## src/rtl/memoria_dados.sv

```systemverilog
// Data memory: 256 x 8, single port, synchronous write and registered read.
// Define MEMDADOS_BYPASS_EN for write-first forwarding on same-address read/write.
module memoria_dados #(
    parameter int DATA_WIDTH = 8,
    parameter int ADDR_WIDTH = 8
) (
    input  logic                  Clock,
    input  logic                  Reset,
    input  logic [ADDR_WIDTH-1:0] Endereco,
    input  logic [DATA_WIDTH-1:0] DadoEscr,
    output logic [DATA_WIDTH-1:0] DadoLido,
    input  logic                  MenWrite,
    input  logic                  MenRead
);

    localparam int DEPTH = 2 ** ADDR_WIDTH;

    logic [DATA_WIDTH-1:0] mem [DEPTH];
    logic [DATA_WIDTH-1:0] rd_word;

    // Single port, so a concurrent read and write always target the same word.
    always_comb begin
        rd_word = mem[Endereco];
`ifdef MEMDADOS_BYPASS_EN
        if (MenWrite) begin
            rd_word = DadoEscr;
        end
`endif
    end

    always_ff @(posedge Clock) begin
        if (Reset) begin
            DadoLido <= '0;
            for (int i = 0; i < DEPTH; i++) begin
                mem[i] <= '0;
            end
        end else begin
            if (MenWrite) begin
                mem[Endereco] <= DadoEscr;
            end
            if (MenRead) begin
                DadoLido <= rd_word;
            end
        end
    end

endmodule

```

## config.mk

```make
export PLATFORM = sky130hd
export DESIGN_NAME = memoria_dados
export DESIGN_NICKNAME = d
export VERILOG_FILES = /design/src/rtl/memoria_dados.sv
export SDC_FILE = /design/constraint.sdc
export NUM_CORES = 2
export LEC_CHECK = 0
export CAP_MARGIN = 20
export CORE_MARGIN = 4
export CORE_UTILIZATION = 45
export DETAILED_ROUTE_END_ITERATION = 8
export SYNTH_ARGS = -nofsm -noshare
export SYNTH_HDL_FRONTEND = slang
export SYNTH_SLANG_ARGS = --single-unit
```

## constraint.sdc

```tcl
create_clock -name Clock -period 3.25 [get_ports Clock]
set_input_delay 0.65 -clock Clock [delete_from_list [all_inputs] [get_ports Clock]]
set_output_delay 0.65 -clock Clock [all_outputs]
set_load 0.03 [all_outputs]
```

==> impl_metrics.json <==
{
  "status": "finished, final reports clean",
  "portBuffers": 27,
  "whs_ns": 0.4149,
  "cts_tree": "yes",
  "power.share.sequential": 0.507,
  "gp_congestion": 0.9144,
  "row_count": 169,
  "max-cap-violations": 0,
  "yosys_warnings": 0,
  "finalPower_mw": 60.91,
  "clk_latency_ns": 0.88,
  "p_sw_frac": 0.2318,
  "antenna_found_initial": 9,
  "ctsResizeCount": 0,
  "initial_core_util": 0.4527,
  "clock_skew_ns": 0.04867,
  "nets": 7009,
  "r2r_slack_ns": 0.23,
  "hp-class": "in -> reg",
  "min_from": "Reset",
  "synth-edff-count": 2048,
  "setup_tns_ns": 0,
  "numCtsBuffers": 215,
  "synth_area_um2": 96100,
  "grt_first_pass_wirelength_mm": 419.9,
  "die_h_um": 470.1,
  "synthToLayoutAreaGrowth_pct": 16.91,
  "crit_path_start_kind": "input port",
  "firstDrtPassIters": 6,
  "crit_fanout": 21,
  "design.die.area_um2": 221000,
  "grt_use_total": 0.2606,
  "pin_count": 28,
  "synthFlopType": "edfxtp_1",
  "pwr_density_cell_nw_per_um2": 542.1,
  "layout-drive-gt1-share": 0.2712,
  "path_cells": "buf_8 -> buf_12 -> buf_12 -> buf_4 -> mux4_2 -> o311ai_0 -> buf_4 -> a32o_1 -> buf_4 -> a41oi_1",
  "final_util": 0.5292,
  "ctsRootBufferMaster": "clkbuf_16",
  "whs_endpoint": "mem[56][7]$_SDFFCE_PN0P_",
  "postCtsHoldBufs": 0,
  "grt_overflow_total": 0,
  "clk_pin_slew_ns": 0.06,
  "r2r-start": "mem[142][0]$_SDFFCE_PN0P_",
  "synth-seq-area-share": 0.6416,
  "h-tree-depth": 4,
  "yosys_register_bits": 2056,
  "postSynth.asyncResetShare": 0,
  "synth_area_per_cell_um2": 14.94,
  "die_width_um": 470.1,
  "power_leakage_nw": 41.67,
  "yosysMostFrequentCell": "edfxtp_1",
  "finalCriticalPeriod_ns": 3.100,
  "path_class": "in -> reg",
  "dp_hpwl_mm": 197.5,
  "max_stage_delay_ns": 0.86,
  "drtAntennaViolNets": 0,
  "ys_top_cells_by_count": "2,048 x edfxtp_1, 1,649 x and2_1, 467 x mux4_2",
  "drt_iter0_drc": 7122,
  "arrival_ns": 3.84,
  "synth_top_area_cell": "edfxtp_1",
  "drc": 0,
  "wl_per_cell_um": 29.03,
  "place_ws_ns": -0.5603,
  "max_slew.worst_pin.slew_ns": 1.106,
  "via_per_inst": 5.810,
  "synth_top_cell_area_share": 0.6400,
  "crit_path_frequent_cell": "buf_4",
  "fin_crit_sh": 0.9540,
  "grt_max_degree": 138,
  "final-hold-violation-count": 0,
  "switchingPower_mw": 14.12,
  "rsz0062_at_grt": "no",
  "cts_sinks": 2056,
  "ys_top_cells_by_area": "edfxtp_1 64%, mux4_2 11%, and2_1 11%, and3_1 2.7%, mux2i_1 1.6%",
  "fmax_ghz": 0.3225,
  "synthCells": 6432,
  "cp-end-kind": "flop",
  "power_frac_clock": 0.407,
  "cts_setup_buffers": 0,
  "core_um2": 212300,
  "finalMaxSlewViolations": 0,
  "p_comb_frac": 0.086,
  "reg2reg_depth": 9,
  "irDropWorstVdd_mv": 0.6358,
  "ys_types": 66,
  "relSlewSlack": 0.2527,
  "grt_pass1_vias": 58630,
  "cts_buffer_depth": 3,
  "drt_wl_total_mm": 290.1,
  "p_int_mw": 46.79,
  "worstPathRequired_ns": 3.99,
  "syn_nets": 6452,
  "vias": 58060,
  "reg2reg_to": "DadoLido[0]$_SDFFE_PP0P_",
  "whs_path_depth": 2,
  "slowest_stage": "o311ai_0",
  "worst_slack_ns": 0.1495,
  "setup_viol": 0
}
-- final cells by class --
cell class | instances | area (um2)
sequential | 2056 | 61660
timing repair buffer | 908 | 8506
fill | 17360 | 99950
clock buffer | 279 | 5773
inverter | 5 | 21.27
antenna | 2 | 5.005
tap | 2821 | 3530
clock inverter | 120 | 1257
multi-input combinational | 3803 | 31600
-- layer usage --
layer,global-route usage,part of all wire,vias up
met5,0,0,-
met4,0.09759,0.041,0
met3,0.04962,0.083,472
met2,0.4151,0.47,2398
met1,0.3580,0.40,30140
li1,-,-,25050
-- state kept, by name (all words and copies together), names as in the netlist --
name / flops
DadoLido: 8
mem: 2048
-- metrics by stage --
step,cells,instance area (um2)
detailed placement,9592,105300
global route,9993,112300
floorplan,6432,96100
finish,9994,112400
CTS,9991,112300
global placement,9592,105300
-- logic make-up (layout without fill, tap and decap cells) --
| kind of cell | Yosys count | after routing | synth area share |
|---|---|---|---|
| buffers and inverters | 573 | 1312 | 0.03082 |
| AND/OR/NAND/NOR | 2818 | 2818 | 0.1731 |
| other | 0 | 2 | 0 |
| AO/OA/AOI/OAI | 338 | 338 | 0.02512 |
| flip-flops | 2056 | 2056 | 0.6416 |
| multiplexers | 647 | 647 | 0.1293 |
-- worst max path at each step --
| stage | startpoint | to | slack (ns) | cells after the start |
|---|---|---|---|---|
| floorplan | Endereco[5] | mem[0][0]$_SDFFCE_PN0P_ | 0.56 | 7 |
| global placement | Endereco[1] | DadoLido[6]$_SDFFE_PP0P_ | -0.60 | 10 |
| detailed placement | Endereco[1] | DadoLido[6]$_SDFFE_PP0P_ | -0.56 | 10 |
| CTS | mem[142][0]$_SDFFCE_PN0P_ | DadoLido[0]$_SDFFE_PP0P_ | 0.34 | 9 |
| global route | Endereco[1] | DadoLido[6]$_SDFFE_PP0P_ | 0.22 | 11 |
| finish | Endereco[1] | DadoLido[6]$_SDFFE_PP0P_ | 0.15 | 10 |
-- layout by cell type (no fill, tap or decap), types with 22 or more instances in the layout --
master / count
nor2b_1: 31
o21ai_0: 33
buf_12: 127
a21o_1: 36
clkinv_2: 37
and3_1: 417
mux2i_1: 153
edfxtp_1: 2048
a211oi_1: 38
and2_1: 1649
clkinv_1: 43
or2_2: 213
o22ai_1: 57
clkbuf_1: 51
clkbuf_16: 217
mux2_2: 22
nand2_1: 125
bufinv_16: 22
a22oi_1: 33
buf_4: 754
nor3_1: 26
mux4_2: 467
nor2_1: 254
nand3_1: 29
-- power groups by stage --
| stage | Clock [mW] | Sequential (mW) | Combinational (mW) |
|---|---|---|---|
| CTS | 25.1 | 30.9 | 5.21 |
| global route | 26.2 | 31.0 | 5.43 |
| global placement | 0 | 31.4 | 5.17 |
| floorplan | 0 | 31.2 | 2.87 |
| detailed placement | 0 | 31.4 | 5.19 |
| finish | 24.8 | 30.9 | 5.23 |
-- critical path, delay by kind of cell --
| family | cells | cell delay [ns] |
|---|---|---|
| compound gates | 3 | 1.28 |
| buf+inv | 6 | 1.32 |
| mux | 1 | 0.53 |
Power figures use the tool's default switching activity.
==> RTL edit, RTL diff (config.mk and constraints unchanged) <==
Set the parameter `ADDR_WIDTH` to 7 (it was 8).
--- a/src/rtl/memoria_dados.sv
+++ b/src/rtl/memoria_dados.sv
@@ -4,3 +4,3 @@
     parameter int DATA_WIDTH = 8,
-    parameter int ADDR_WIDTH = 8
+    parameter int ADDR_WIDTH = 7
 ) (
Interface: changed (resized Endereco); port bits go from 28 to 27. The function was not compared with the original's and may differ.
==> RTL edit against the unedited design <==
Sequential cell count shrank 1024; maximum frequency grew 3.8%; setup slack gained 110 ps; critical path depth shrank 1; clock skew shrank 20 ps; final cell count shrank 48%; critical endpoint is now DadoLido[3]; routed wire length shrank 48%; total power shrank 49%; sequential share of layout area grew 1.0 points; global-route usage grew 0.73 points; area after synthesis shrank 50%; cell area shrank 51%.
==> RTL edit: results (changes against the unedited design) <==
Status:
- The flow ran to the end, and the final reports show no timing, DRC or antenna violations.

GRT:
- The global-route track usage on met3 is 0.0579 (+0.00830).
- The via count of the first global-routing pass is 30,400 (-48%).
- The wire length of the first global-routing pass is 219,000 um (-48%).
- The met1 track demand over resource is 0.375 (+0.0172).
- The initial antenna violation count is 1 (-8).
- The largest net degree at the start of global routing came to 138 (unchanged).
- The global-route usage over all layers is 0.268 (+0.00733).
- The met2 track utilization from global routing is 0.412 (-0.00259).

Finish:
- The largest registers in the layout are mem: 1024 flops, DadoLido: 8 flops.
- The layout net count came to 3,726 (-47%).
- The ratio of cells with drive above 1 in the final layout was 0.206 (-0.0649).
- The final instance area is 55,300 um^2 (-51%).
- The final-layout fill cell count is 8,814 (-49%).

Drt:
- The wire length after detailed routing is 152,000 um (-48%).
- The routed wire length on met3 is 14,100 um (-42%).
- The routed length on met2 came to 68,900 um (-50%).
- The initial detailed-routing violation count came to 3,682 (-48%).
- The total iterations of the first detailed-routing run is 6 (unchanged).
- The average detailed-routed wire length per instance came to 29.3 um (+0.86%).
- The routed metal-1 wire length is 63,200 um (-46%).
- The via total after detailed routing is 30,800 (-47%).

Pwr:
- The peak supply drop came to 0.404 mV (-36%).
- The static leakage is 19.8 nW (-53%).
- The register share of total power came to 0.504 (-0.003).
- The total internal power is 0.0235 W (-50%).

Yosys:
- The net count of the mapped netlist came to 3,585 (-44%).
- The average size of a mapped cell was 13.6 um^2 (-9.2%).
- The number of synthesized flops with an enable pin is 1,024 (-50%).
- The mux share of post-synthesis cell area is 0.0783 (-0.0511).
- The sequential share of the synthesized area is 0.639 (-0.00243).
- The compound-cell area share of the yosys netlist came to 0.0721 (+0.0470).
- Yosys attributes the largest share of cell area to edfxtp_1 64%, and2_1 13%, mux4_2 3.1%, mux2i_1 2.6%, a221oi_1 2.2%.
- The number of distinct library cells after synthesis came to 72 (+9.1%).

Critical path:
- The maximum fanout along the worst path was 30 (+43%).
- The slowest cell on the critical path is a2111oi_0.
- The stage delay of the slowest cell on the critical path is 780 ps (-80 ps).
- Broken down by cell family, the worst path's largest delay share belongs to compound AO/OA/AOI/OAI gates.

Place:
- The cell area after placement is 51,700 um^2 (-51%).
- The count of placed standard cells including taps came to 4,989 (-48%).
- The HPWL after detailed placement is 99,300 um (-50%).
- The count of buffers from port buffering is 26 (-3.7%).
- The final RePlAce weighted congestion came to 0.944 (+3.2%).
- The pre-CTS setup slack is -409 ps (+151 ps).

Timing:
- The pin slew with the least headroom to its limit came to 965 ps (-142 ps).
- The final setup skew is 28.3 ps (-20.3 ps).

CTS:
- The maximum level of the CTS H-tree is 3 (-1).
- The number of buffers inserted during clock tree synthesis is 107 (-50%).
- The clock latency on the worst-skew pair is 700 ps (-180 ps).
- The clock tree root buffer cell is clkbuf_16.
[RTL edit: final timing paths]
path / from / end / slack, ps / depth (start not counted)
min: DadoEscr[1] / mem[69][1] / 320 / 2
max reg2reg: mem[92][3] / DadoLido[3] / 640 / 6
max: Endereco[1] / DadoLido[3] / 260 / 9
min reg2reg: DadoLido[0] / DadoLido[0] / 560 / 2
[RTL edit: per-stage QoR]
step           utilization  power [W]
6_report             0.522     0.0308
5_1_grt              0.522     0.0317
4_1_cts              0.522     0.0309
3_5_place_dp         0.488     0.0184
3_3_place_gp         0.488     0.0184
2_1_floorplan            -     0.0171
[RTL edit: final cells by class]
cell class | instances | area [um^2] | share of cell area
Timing Repair Buffer | 319 | 3040 | 0.0550
Inverter | 6 | 23.8 | 0.000430
Antenna cell | 4 | 10.0 | 0.000181
Clock inverter | 81 | 840 | 0.0152
Multi-Input combinational cell | 2241 | 16000 | 0.289
Clock buffer | 121 | 2730 | 0.0494
Sequential cell | 1032 | 30900 | 0.559
Tap cell | 1391 | 1740 | 0.0315
